===== config.mk =====
export PLATFORM = sky130hd
export DESIGN_NAME = ic_test_sequencer
export DESIGN_NICKNAME = d
export VERILOG_FILES = /design/src/rtl/ic_tester_pkg.sv /design/src/rtl/cycle_timer.sv /design/src/rtl/ic_test_sequencer.sv
export SDC_FILE = /design/constraint.sdc
export NUM_CORES = 1
export LEC_CHECK = 0
export ABC_AREA = 0
export CAP_MARGIN = 20
export CORE_ASPECT_RATIO = 1.2
export CORE_UTILIZATION = 50
export DETAILED_ROUTE_END_ITERATION = 16
export GPL_TIMING_DRIVEN = 0
export PLACE_DENSITY = 0.83
export SLEW_MARGIN = 20
export SYNTH_ARGS = -nofsm -noshare
export SYNTH_HDL_FRONTEND = slang
export SYNTH_HIERARCHICAL = 1
export SYNTH_SLANG_ARGS = --single-unit

===== constraint.sdc =====
create_clock -name clk -period 8.55 [get_ports clk]
set_clock_uncertainty 0.15 [all_clocks]
set_input_delay 1.71 -clock clk [delete_from_list [all_inputs] [get_ports clk]]
set_output_delay 1.71 -clock clk [all_outputs]
set_load 0.005 [all_outputs]

===== src/rtl/ic_tester_pkg.sv =====
// Shared types and constants for the IC tester: sequencer states, checker
// indices and default timing.
package ic_tester_pkg;

   typedef enum logic [2:0] {
      ST_IDLE,
      ST_SETTLE,
      ST_RUN,
      ST_NEXT,
      ST_REPORT
   } seq_state_t;

   localparam int IDX_NOT  = 0;
   localparam int IDX_AND  = 1;
   localparam int IDX_OR   = 2;
   localparam int IDX_NAND = 3;
   localparam int IDX_NOR  = 4;
   localparam int IDX_XOR  = 5;

   localparam int CNT_W              = 32;
   localparam int DEF_SETTLE_CYCLES  = 1000;
   localparam int DEF_TIMEOUT_CYCLES = 200000000;

endpackage


===== src/rtl/cycle_timer.sv =====
// Loadable down-counter with synchronous clear; tc is high while the count
// sits at zero, so a load of N reaches tc N+1 cycles after the load edge.
module cycle_timer #(
   parameter int CNT_W = 32
) (
   input  logic             clk,
   input  logic             rst_n,
   input  logic             load,
   input  logic             clear,
   input  logic [CNT_W-1:0] load_val,
   output logic             tc
);

   logic [CNT_W-1:0] count;

   always_ff @(posedge clk or negedge rst_n) begin
      if (!rst_n) begin
         count <= '0;
      end else if (clear) begin
         count <= '0;
      end else if (load) begin
         count <= load_val;
      end else if (count != '0) begin
         count <= count - CNT_W'(1);
      end
   end

   assign tc = (count == '0);

endmodule


===== src/rtl/ic_test_sequencer.sv =====
// Test controller for the shared-socket gate checkers: runs one selected
// checker (manual) or scans all of them in order (auto) and posts the verdict.
module ic_test_sequencer
   import ic_tester_pkg::*;
#(
   parameter int NUM_CHECKERS   = 6,
   parameter int IDX_W          = 3,
   parameter int SETTLE_CYCLES  = DEF_SETTLE_CYCLES,
   parameter int TIMEOUT_CYCLES = DEF_TIMEOUT_CYCLES
) (
   input  logic                    clk,
   input  logic                    rst_n,
   input  logic                    start,
   input  logic                    abort,
   input  logic                    auto_mode,
   input  logic [IDX_W-1:0]        ic_type,
   input  logic [NUM_CHECKERS-1:0] chk_pass,
   input  logic [NUM_CHECKERS-1:0] chk_fail,
   output logic [NUM_CHECKERS-1:0] chk_enable,
   output logic                    busy,
   output logic                    done,
   output logic                    result_pass,
   output logic                    result_fail,
   output logic                    result_timeout,
   output logic [IDX_W-1:0]        found_type
);

   localparam logic [CNT_W-1:0]        SETTLE_LOAD  = CNT_W'(SETTLE_CYCLES);
   localparam logic [CNT_W-1:0]        TIMEOUT_LOAD = CNT_W'(TIMEOUT_CYCLES - 1);
   localparam logic [IDX_W:0]          NUM_CHK      = (IDX_W + 1)'(NUM_CHECKERS);
   localparam logic [IDX_W-1:0]        LAST_IDX     = IDX_W'(NUM_CHECKERS - 1);
   localparam logic [IDX_W-1:0]        FIRST_IDX    = IDX_W'(IDX_NOT);
   localparam logic [NUM_CHECKERS-1:0] ONE_HOT0     = NUM_CHECKERS'(1);

   seq_state_t       state;
   logic [IDX_W-1:0] idx;
   logic             auto_q;

   logic             tmr_load;
   logic             tmr_clear;
   logic [CNT_W-1:0] tmr_val;
   logic             tmr_tc;

   logic             start_ok;
   logic             start_bad;
   logic             abort_act;
   logic             sel_pass;
   logic             sel_fail;

   assign abort_act = abort && (state != ST_IDLE);
   assign start_ok  = start && !abort;
   assign start_bad = !auto_mode && ({1'b0, ic_type} >= NUM_CHK);
   assign sel_pass  = chk_pass[idx];
   assign sel_fail  = chk_fail[idx];

   // The shared timer serves both the settle window and the run timeout
   always_comb begin
      tmr_load  = 1'b0;
      tmr_clear = 1'b0;
      tmr_val   = SETTLE_LOAD;
      if (abort_act) begin
         tmr_clear = 1'b1;
      end else begin
         case (state)
            ST_IDLE:   tmr_load = start_ok && !start_bad;
            ST_SETTLE: begin
               tmr_load = tmr_tc;
               tmr_val  = TIMEOUT_LOAD;
            end
            ST_RUN:    tmr_clear = sel_pass || sel_fail || tmr_tc;
            ST_NEXT:   tmr_load = (idx != LAST_IDX);
            default:   ;
         endcase
      end
   end

   cycle_timer #(
      .CNT_W(CNT_W)
   ) u_timer (
      .clk      (clk),
      .rst_n    (rst_n),
      .load     (tmr_load),
      .clear    (tmr_clear),
      .load_val (tmr_val),
      .tc       (tmr_tc)
   );

   always_ff @(posedge clk or negedge rst_n) begin
      if (!rst_n) begin
         state          <= ST_IDLE;
         idx            <= '0;
         auto_q         <= 1'b0;
         chk_enable     <= '0;
         busy           <= 1'b0;
         done           <= 1'b0;
         result_pass    <= 1'b0;
         result_fail    <= 1'b0;
         result_timeout <= 1'b0;
         found_type     <= '0;
      end else if (abort_act) begin
         state      <= ST_IDLE;
         chk_enable <= '0;
         busy       <= 1'b0;
         done       <= 1'b0;
      end else begin
         case (state)
            ST_IDLE: begin
               done <= 1'b0;
               if (start_ok) begin
                  auto_q         <= auto_mode;
                  result_pass    <= 1'b0;
                  result_fail    <= 1'b0;
                  result_timeout <= 1'b0;
                  found_type     <= '0;
                  if (start_bad) begin
                     result_fail <= 1'b1;
                     found_type  <= ic_type;
                     done        <= 1'b1;
                     state       <= ST_REPORT;
                  end else begin
                     idx   <= auto_mode ? FIRST_IDX : ic_type;
                     busy  <= 1'b1;
                     state <= ST_SETTLE;
                  end
               end
            end
            ST_SETTLE: begin
               if (tmr_tc) begin
                  chk_enable <= ONE_HOT0 << idx;
                  state      <= ST_RUN;
               end
            end
            ST_RUN: begin
               // Pass outranks fail and timeout; a failing scan step moves on
               if (sel_pass || (!auto_q && (sel_fail || tmr_tc))) begin
                  chk_enable <= '0;
                  busy       <= 1'b0;
                  done       <= 1'b1;
                  state      <= ST_REPORT;
                  if (sel_pass) begin
                     result_pass <= 1'b1;
                     found_type  <= idx;
                  end else if (sel_fail) begin
                     result_fail <= 1'b1;
                  end else begin
                     result_timeout <= 1'b1;
                  end
               end else if (sel_fail || tmr_tc) begin
                  chk_enable <= '0;
                  state      <= ST_NEXT;
               end
            end
            ST_NEXT: begin
               if (idx == LAST_IDX) begin
                  result_fail <= 1'b1;
                  found_type  <= '0;
                  busy        <= 1'b0;
                  done        <= 1'b1;
                  state       <= ST_REPORT;
               end else begin
                  idx   <= idx + IDX_W'(1);
                  state <= ST_SETTLE;
               end
            end
            ST_REPORT: begin
               done  <= 1'b0;
               state <= ST_IDLE;
            end
            default: begin
               chk_enable <= '0;
               busy       <= 1'b0;
               done       <= 1'b0;
               state      <= ST_IDLE;
            end
         endcase
      end
   end

endmodule


Word-level counts from Yosys, hierarchy flattened
Index checks and enable logic that the tools add are counted.

word-level totals
  flip-flop bits (word level) = 53
  bits in latches = 0
  memory bits (writable) = 0
  ROM bits = 0
  input port bits = 20
  output and inout port bits = 14
  logic and storage cells = 136
  memories = 0

cells by class
  add/sub/neg operators = 2
  multiply operators = 0
  div/mod/pow operators = 0
  magnitude comparators = 2
  equality and inequality tests = 24
  shift-type cells = 1
  multiplexer cells = 62
  bitwise operators = 1
  reductions and logical operators = 33

operators by type and width
  kind                     number
  $mux W32                 3
  $mux W28                 2
  $mux W3                  16
  $logic_not A32 Y1        1
  $reduce_bool A32 Y1      1
  $sub A32 B1 Y32 const B  1
  $mux W1                  25
  $mux W6                  4
  $ne A2 B2 Y1 const B     10
  $ne A3 B3 Y1 const B     6
  $pmux W6 S3              1
  $reduce_and A5 Y1        3
  $pmux W3 S4              1
  $reduce_and A3 Y1        4
  $reduce_and A6 Y1        2
  $pmux W3 S3              1
  $reduce_bool A3 Y1       3
  $pmux W1 S4              2
  $reduce_and A7 Y1        1
  $bmux W1 S3              2
  $eq A3 B2 Y1 const B     2
  $eq A3 B3 Y1 const B     2
  $pmux W1 S3              2
  $pmux W3 S2              1
  16 further kinds         29

Longest topological paths before layout
  depth after elaboration = 8
  mapped depth = 14
  gate-level depth less buffers = 11

Hierarchy
Netlist, hierarchy kept.

by module, submodules not included
  module             instances  cells an instance  area an instance (sq um)  seq. area each (sq um)
  cycle_timer        1          204                1915.6                    800.8
  ic_test_sequencer  1          152                1417.6                    525.5

Worst setup path before layout
Ideal clock, no wire load.

  path kind = input port to flip-flop
  start = input abort
  end = register u_timer.count[19]
  arrival = 3.612 ns
  required time = 8.281 ns
  slack = 4.670 ns
  stages = 10
  path buffers = 4
  cell sequence = clkbuf_1 > and2b_2 > nand3_1 > a21oi_1 > clkbuf_1 > inv_1 > clkbuf_1 > clkbuf_1 > mux2i_1 > nor2_1

between the ends
  cells in the longest elaborated chain, start to end = 7
  elaborated cells on any way between the ends = 11
  classes of those cells = mux (6); reduce/logical (5)

RTL lines
  item                  RTL line                 source
  from (decl)           ic_test_sequencer.sv:14  input logic abort,
  $logic_not A1 Y1      ic_test_sequencer.sv:51  assign start_ok = start && !abort;
  $logic_and A1 B1 Y1   ic_test_sequencer.sv:51
  $logic_and A1 B1 Y1   ic_test_sequencer.sv:65  ST_IDLE: tmr_load = start_ok && !start_bad;
  $pmux W1 S3           ic_test_sequencer.sv:64  case (state)
  $mux W1 *             ic_test_sequencer.sv:61  if (abort_act) begin
  via tmr_load          ic_test_sequencer.sv:39  logic tmr_load;
  $mux W32              cycle_timer.sv:21        end else if (load) begin
  $mux W32              cycle_timer.sv:19        end else if (clear) begin
  to (signal assigned)  cycle_timer.sv:22        count <= load_val;
  to (signal assigned)  cycle_timer.sv:24        count <= count - CNT_W'(1);
  to (decl)             cycle_timer.sv:14        logic [CNT_W-1:0] count;

The timed path passes the listed nets; every way through them passes the cells marked *.
A chain may end at the register's enable or synchronous reset.

Worst setup path in the final report
  start = input ic_type[2]
  end = register u_timer.count[28]

between the ends
  cells in the longest elaborated chain, start to end = 8
  elaborated cells on any way between the ends = 9
  classes of those cells = order compare (1); mux (4); reduce/logical (4)

RTL lines
  item                   RTL line                 source
  from (decl)            ic_test_sequencer.sv:16  input logic [IDX_W-1:0] ic_type,
  $ge A3 B3 Y1 *         ic_test_sequencer.sv:52  assign start_bad = !auto_mode && ({1'b0, ic_type} >= NUM_CHK);
  $logic_and A1 B1 Y1 *  ic_test_sequencer.sv:52
  $logic_not A1 Y1 *     ic_test_sequencer.sv:65
  $logic_and A1 B1 Y1 *  ic_test_sequencer.sv:65
  $pmux W1 S3 *          ic_test_sequencer.sv:64
  $mux W1 *              ic_test_sequencer.sv:61
  via tmr_load           ic_test_sequencer.sv:39
  $mux W32               cycle_timer.sv:21
  $mux W32               cycle_timer.sv:19

Marked as above.

==> results.json <==
{
  "yosys.area.top_type": "dfrtp_1",
  "period_needed_ns": 4.419,
  "place_congestion": 0.8650,
  "vdd_drop_max_mv": 0.1102,
  "postCtsHoldBufs": 0,
  "grt_max_degree": 54,
  "die_w_um": 76.54,
  "synth.avg_cell_area_um2": 9.363,
  "post_drt_wl_per_cell_um": 14.58,
  "ant_nets": 0,
  "netlist.area_leader.share_pct": 39.79,
  "syn-cell-area_um2": 3333,
  "vias_per_cell": 5.568,
  "slew-limit-headroom_pct": 49.30,
  "start_kind": "input pin",
  "drt-initial-drc-count": 128,
  "die_h_um": 91.44,
  "power_density_nw_per_um2": 258.0,
  "synth-seq-area-share_pct": 39.79,
  "p_leak_nw": 1.691,
  "fmax_ghz": 0.2263,
  "h-tree-depth": 2,
  "core_area_um2": 6446,
  "critical_path.endpoint_type": "flop",
  "fin_area_um2": 3890,
  "grt_pass1_vias": 2767,
  "area_growth_pct": 16.70,
  "vias": 2756,
  "cts_tree": "done",
  "hold_path.class": "flop to flop",
  "ys_types": 67,
  "critical_path_class": "input pin to flop",
  "setup_tns_ns": 0,
  "placed_area_um2": 3810,
  "worstMarginPinSlew_ns": 0.7543,
  "fillers": 556,
  "grt_overflow": 0,
  "yosys_warnings": 6,
  "reg2reg_to": "u_timer/count[9]$_DFFE_PN0P_",
  "arrival_ns": 4.48,
  "grt_antenna_before_repair": 0,
  "grt_pass1_wl_um": 13070,
  "synth_flop_cell": "dfrtp_1",
  "synthCells": 356,
  "critical_path.max_fanout": 10,
  "worst_ep_required_time_ns": 8.61,
  "utilization_pct": 60.35,
  "clkTransAtPathRegs_ns": 0.09,
  "hpwl_um": 5217,
  "root_buffer": "clkbuf_8",
  "synth-seq-cells": 53,
  "holdWs_ns": 0.3482,
  "setup_violations": 0,
  "numCtsBuffers": 5,
  "clockBufferDepth": 2,
  "nNetsFinal": 435,
  "synth_edf_count": 0,
  "cts_resized": 0,
  "rsz0062_at_grt": "no",
  "antenna_cells": 0,
  "endpoint": "u_timer/count[28]$_DFFE_PN0P_",
  "start_util_pct": 51.71,
  "clock-sinks": 53,
  "fin_crit_sh_pct": 51.68,
  "synth_area_leaders": "dfrtp_1, xnor2_1, nor2_1, mux2i_1, nand2_1",
  "status": "finished clean",
  "dieArea_um2": 6998,
  "crit_start": "ic_type[2]",
  "layout-drive-gt1-share_pct": 9.024,
  "numPortBuffers": 32,
  "clkLatencyLatePin_ns": 0.31,
  "placementRows": 32,
  "synth-async-reset-ratio_pct": 100.0,
  "reg2reg_slack_ns": 4.26,
  "hold_viol": 0,
  "wl_um": 7216,
  "power_mw": 1.004,
  "ios": 34,
  "post-cts-setup-buffer-count": 0,
  "rr_worst_depth": 13,
  "final_max_slew_viol_count": 0,
  "dr.pass1.iters": 4,
  "drcViolationCount": 0,
  "reg2reg_from": "u_timer/count[12]$_DFFE_PN0P_",
  "max_cap_violations": 0,
  "grt_use_total_pct": 23.23
}
## cells in the final DEF, fill, tap and decap left out, types with 6 or more instances in the layout
master	instances
a211oi_1	12
a21oi_1	20
clkdlybuf4s50_1	31
dfrtp_1	53
ha_1	6
mux2i_1	14
clkbuf_1	15
nor2_1	51
conb_1	16
nor4_1	7
nand2_1	30
inv_1	12
xnor2_1	22
nor3_1	8
## metal layers
layer / GRT usage [%] / vias to the layer above / share of wire [%] / wire length [um]
met3: 3.317 / 11 / 3.5 / 255
met2: 41.44 / 60 / 52 / 3745
met5: 0 / - / 0 / 0
li1: - / 1353 / - / -
met4: 8.333 / 0 / 1.8 / 133
met1: 28.29 / 1332 / 43 / 3081
## final cells by class
| type | instances | area (um2) | area share, % |
|---|---|---|---|
| tap | 85 | 106.4 | 2.734 |
| clock buffer | 8 | 80.08 | 2.059 |
| inverter | 13 | 48.80 | 1.254 |
| multi-input combinational | 286 | 1908 | 49.05 |
| timing repair buffer | 32 | 317.8 | 8.170 |
| buffer | 18 | 102.6 | 2.637 |
| sequential | 53 | 1326 | 34.09 |
## synth_stat cells (6+ instances only)
library cell,n
a211oi_1,12
a21oi_1,20
clkbuf_1,12
dfrtp_1,53
ha_1,6
inv_1,12
mux2i_1,14
nand2_1,30
nor2_1,51
nor3_1,8
nor4_1,7
xnor2_1,22
## stage by stage
stage	setup slack (ns)	instances
finish	4.131	495
CTS	4.117	495
detailed placement	3.780	487
global route	3.781	495
global placement	3.884	487
floorplan	4.670	370
## where the power goes
part	internal (mW)	switching [mW]	leakage (nW)
Clock	0.0584	0.0795	0.0395
Combinational	0.217	0.235	0.956
Sequential	0.330	0.0835	0.696
## how the worst min path moves through the flow
stage,slack [ns],endpoint,from,depth (start not counted)
global route,0.39,busy$_DFFE_PN0P_,busy$_DFFE_PN0P_,1
floorplan,0.32,auto_q$_DFFE_PN0P_,auto_q$_DFFE_PN0P_,2
detailed placement,0.33,chk_enable[4]$_DFFE_PN0P_,chk_enable[4]$_DFFE_PN0P_,1
finish,0.35,chk_enable[4]$_DFFE_PN0P_,chk_enable[4]$_DFFE_PN0P_,1
CTS,0.35,chk_enable[4]$_DFFE_PN0P_,chk_enable[4]$_DFFE_PN0P_,1
global placement,0.33,busy$_DFFE_PN0P_,busy$_DFFE_PN0P_,1
## cell families (layout without fill, tap and decap cells)
| group | count (synthesis) | after routing | share of synthesized area, % |
|---|---|---|---|
| simple gates | 145 | 145 | 23.35 |
| fa+ha+maj | 7 | 7 | 2.553 |
| buf+inv | 31 | 71 | 4.542 |
| xor+xnor | 27 | 27 | 7.094 |
| mux | 22 | 22 | 7.244 |
| flops | 53 | 53 | 39.79 |
| compound gates | 69 | 69 | 15.20 |
| other cells | 2 | 16 | 0.2253 |
## flip-flops by register name (all words and copies together), names as in the netlist
register        cells
u_timer/count      32
chk_enable          6
found_type          3
idx                 3
state               3
auto_q              1
busy                1
done                1
result_fail         1
result_pass         1
result_timeout      1
## critical path, cell delays in order
cell and delay, ns:
clkdlybuf4s50_1 0.44, nor2b_1 0.22, nand2_1 0.16, nand3_1 0.20, a21oi_1 0.09, clkbuf_1 0.21
inv_1 0.15, clkbuf_1 0.35, clkbuf_1 0.58, nor2_1 0.11, a211oi_1 0.24
Note: power is estimated with default switching activity, not from simulation.
==> patch: new RTL, same settings <==
The 5 states of `seq_state_t` get a Gray code encoding in 3 bits.
--- a/src/rtl/ic_tester_pkg.sv
+++ b/src/rtl/ic_tester_pkg.sv
@@ -4,9 +4,9 @@
 
    typedef enum logic [2:0] {
-      ST_IDLE,
-      ST_SETTLE,
-      ST_RUN,
-      ST_NEXT,
-      ST_REPORT
+      ST_IDLE   = 3'b000,
+      ST_SETTLE = 3'b001,
+      ST_RUN    = 3'b011,
+      ST_NEXT   = 3'b010,
+      ST_REPORT = 3'b110
    } seq_state_t;
 
Formal check against the unedited RTL: no difference found for any inputs over 10 cycles, from zero or initial values and one cycle with rst_n low; not proved beyond that.
==> patch against the original RTL <==
  * Synthesized area fell by 1.1%
  * Cell area barely moved
  * Count of clock-buffer cells in the layout fell by 1
  * First-iteration DRC count rose by 3.9%
  * Critical path type is now flip-flop to flip-flop
  * Power rose by 24%
  * Register-to-register slack got worse by 0.12 ns
  * Global-route usage fell by 0.98 points
  * Sequential cell count did not move
  * Wire length fell by 0.91%
  * Worst setup slack improved by 0.0051 ns
  * Combinational power rose by 38%
  * Utilization rose by 0.40 points
  * Critical endpoint is now u_timer/count[19]
==> patch: results (changes against the original RTL) <==
outcome: "completed"
ys_seq_area_frac: 0.402  # +0.00423
htree_levels: 2  # unchanged
critPathMaxStageDelay_ns: 0.51  # -0.07 ns
synth_common_cells: "53 x dfrtp_1, 53 x nor2_1, 28 x nand2_1, 22 x xnor2_1, 20 x a21oi_1"
crit_fanout: 12  # +2
cts_resized: 0  # unchanged
layout-drive-gt1-share: 0.0829  # -0.00732
viasPerCell: 5.55  # -0.36%
ir_drop_mv: 0.137  # +24%
leakage_nw: 1.69  # -0.15%
ys_async_sr_fraction: 1.00  # unchanged
grt_pass1_vias: 2808  # +1.5%
grt.total_usage: 0.222  # -0.00984
tightest_slew_ns: 0.721  # -0.0332 ns
dp_slack_ns: 3.84  # +0.0628 ns
drt_iter0_drc: 133  # +3.9%
grt_pass1_wl_mm: 12.5  # -4.5%
root_buffer: "clkbuf_8"
yosys_warnings: 6  # unchanged
wirelength_mm: 7.15  # -0.91%
cp_data_arrival_time_ns: 4.47  # about the same
gp_congestion: 0.832  # -3.8%
synth_area_leaders: "dfrtp_1 40%, nor2_1 6.0%, xnor2_1 5.8%, mux2i_1 3.3%, nand2_1 3.2%"
slowest_stage: "nor3_4"
place.detailed.hpwl_mm: 5.13  # -1.7%
patch: cell types whose count changed after synthesis, sizes merged, moves of 3 or more:
| cell | delta |
|---|---|
| and2b | -4 |
| mux2i | -3 |
| nor2b | +3 |
| nor3 | +3 |
| o21ai | +3 |
patch: cell type report:
| type | count | area (um^2) |
|---|---|---|
| clock inverter | 1 | 30.0 |
| clock buffer | 7 | 86.3 |
| sequential | 53 | 1330 |
| inverter | 12 | 45.0 |
| tap | 85 | 106 |
| multi-input combinational | 287 | 1880 |
| timing repair buffer | 32 | 318 |
| fill | 562 | 2510 |
| buffer | 18 | 97.6 |
patch: power breakdown:
group / switching (mW) / internal [mW]
combinational: 0.334 / 0.289
clock: 0.0838 / 0.0956
sequential: 0.0946 / 0.345
patch: routing by layer:
layer / track usage / wire length, um / vias up
li1: - / - / 1349
met1: 0.259 / 3060 / 1332
met2: 0.408 / 3740 / 52
met3: 0.0362 / 239 / 13
met4: 0.0833 / 111 / 0
met5: 0 / 0 / -
patch: logic make-up after synthesis:
family          Yosys count  share of synthesized area
flops                    53                      0.402
other cells               2                    0.00228
mux                      20                     0.0675
buf+inv                  30                     0.0432
xor+xnor                 27                     0.0717
compound gates           70                      0.152
fa+ha+maj                 7                     0.0258
simple gates            147                      0.235
patch: worst paths after layout:
kind,from,end,slack [ns],cells past startpoint
setup / recovery,u_timer/count[12],u_timer/count[19],4.14,13
hold / removal,result_pass,result_pass,0.35,1
setup reg to reg,u_timer/count[12],u_timer/count[19],4.14,13
hold reg to reg,result_pass,result_pass,0.35,1
max in group asynchronous,rst_n,u_timer/count[25],6.51,1
min in group asynchronous,rst_n,u_timer/count[16],1.26,1
patch: critical path: cells and delay by family, from the launching register on:
family | cells | cell delay (ns)
mux | 1 | 0.24
compound gates | 1 | 0.34
buf+inv | 5 | 1.39
flops | 1 | 0.43
simple gates | 6 | 1.75
patch: stage by stage:
| step | utilization | power, mW | instances | area (um^2) | hold WS [ns] |
|---|---|---|---|---|---|
| 4_1_cts | 0.607 | 1.24 | 495 | 3890 | 0.355 |
| 3_3_place_gp | 0.590 | 1.04 | 487 | 3780 | 0.336 |
| 2_1_floorplan | - | 0.903 | 370 | 3350 | 0.338 |
| 3_5_place_dp | 0.589 | 1.06 | 487 | 3770 | 0.333 |
| 5_1_grt | 0.607 | 1.34 | 495 | 3890 | 0.369 |
| 6_report | 0.607 | 1.24 | 495 | 3890 | 0.351 |
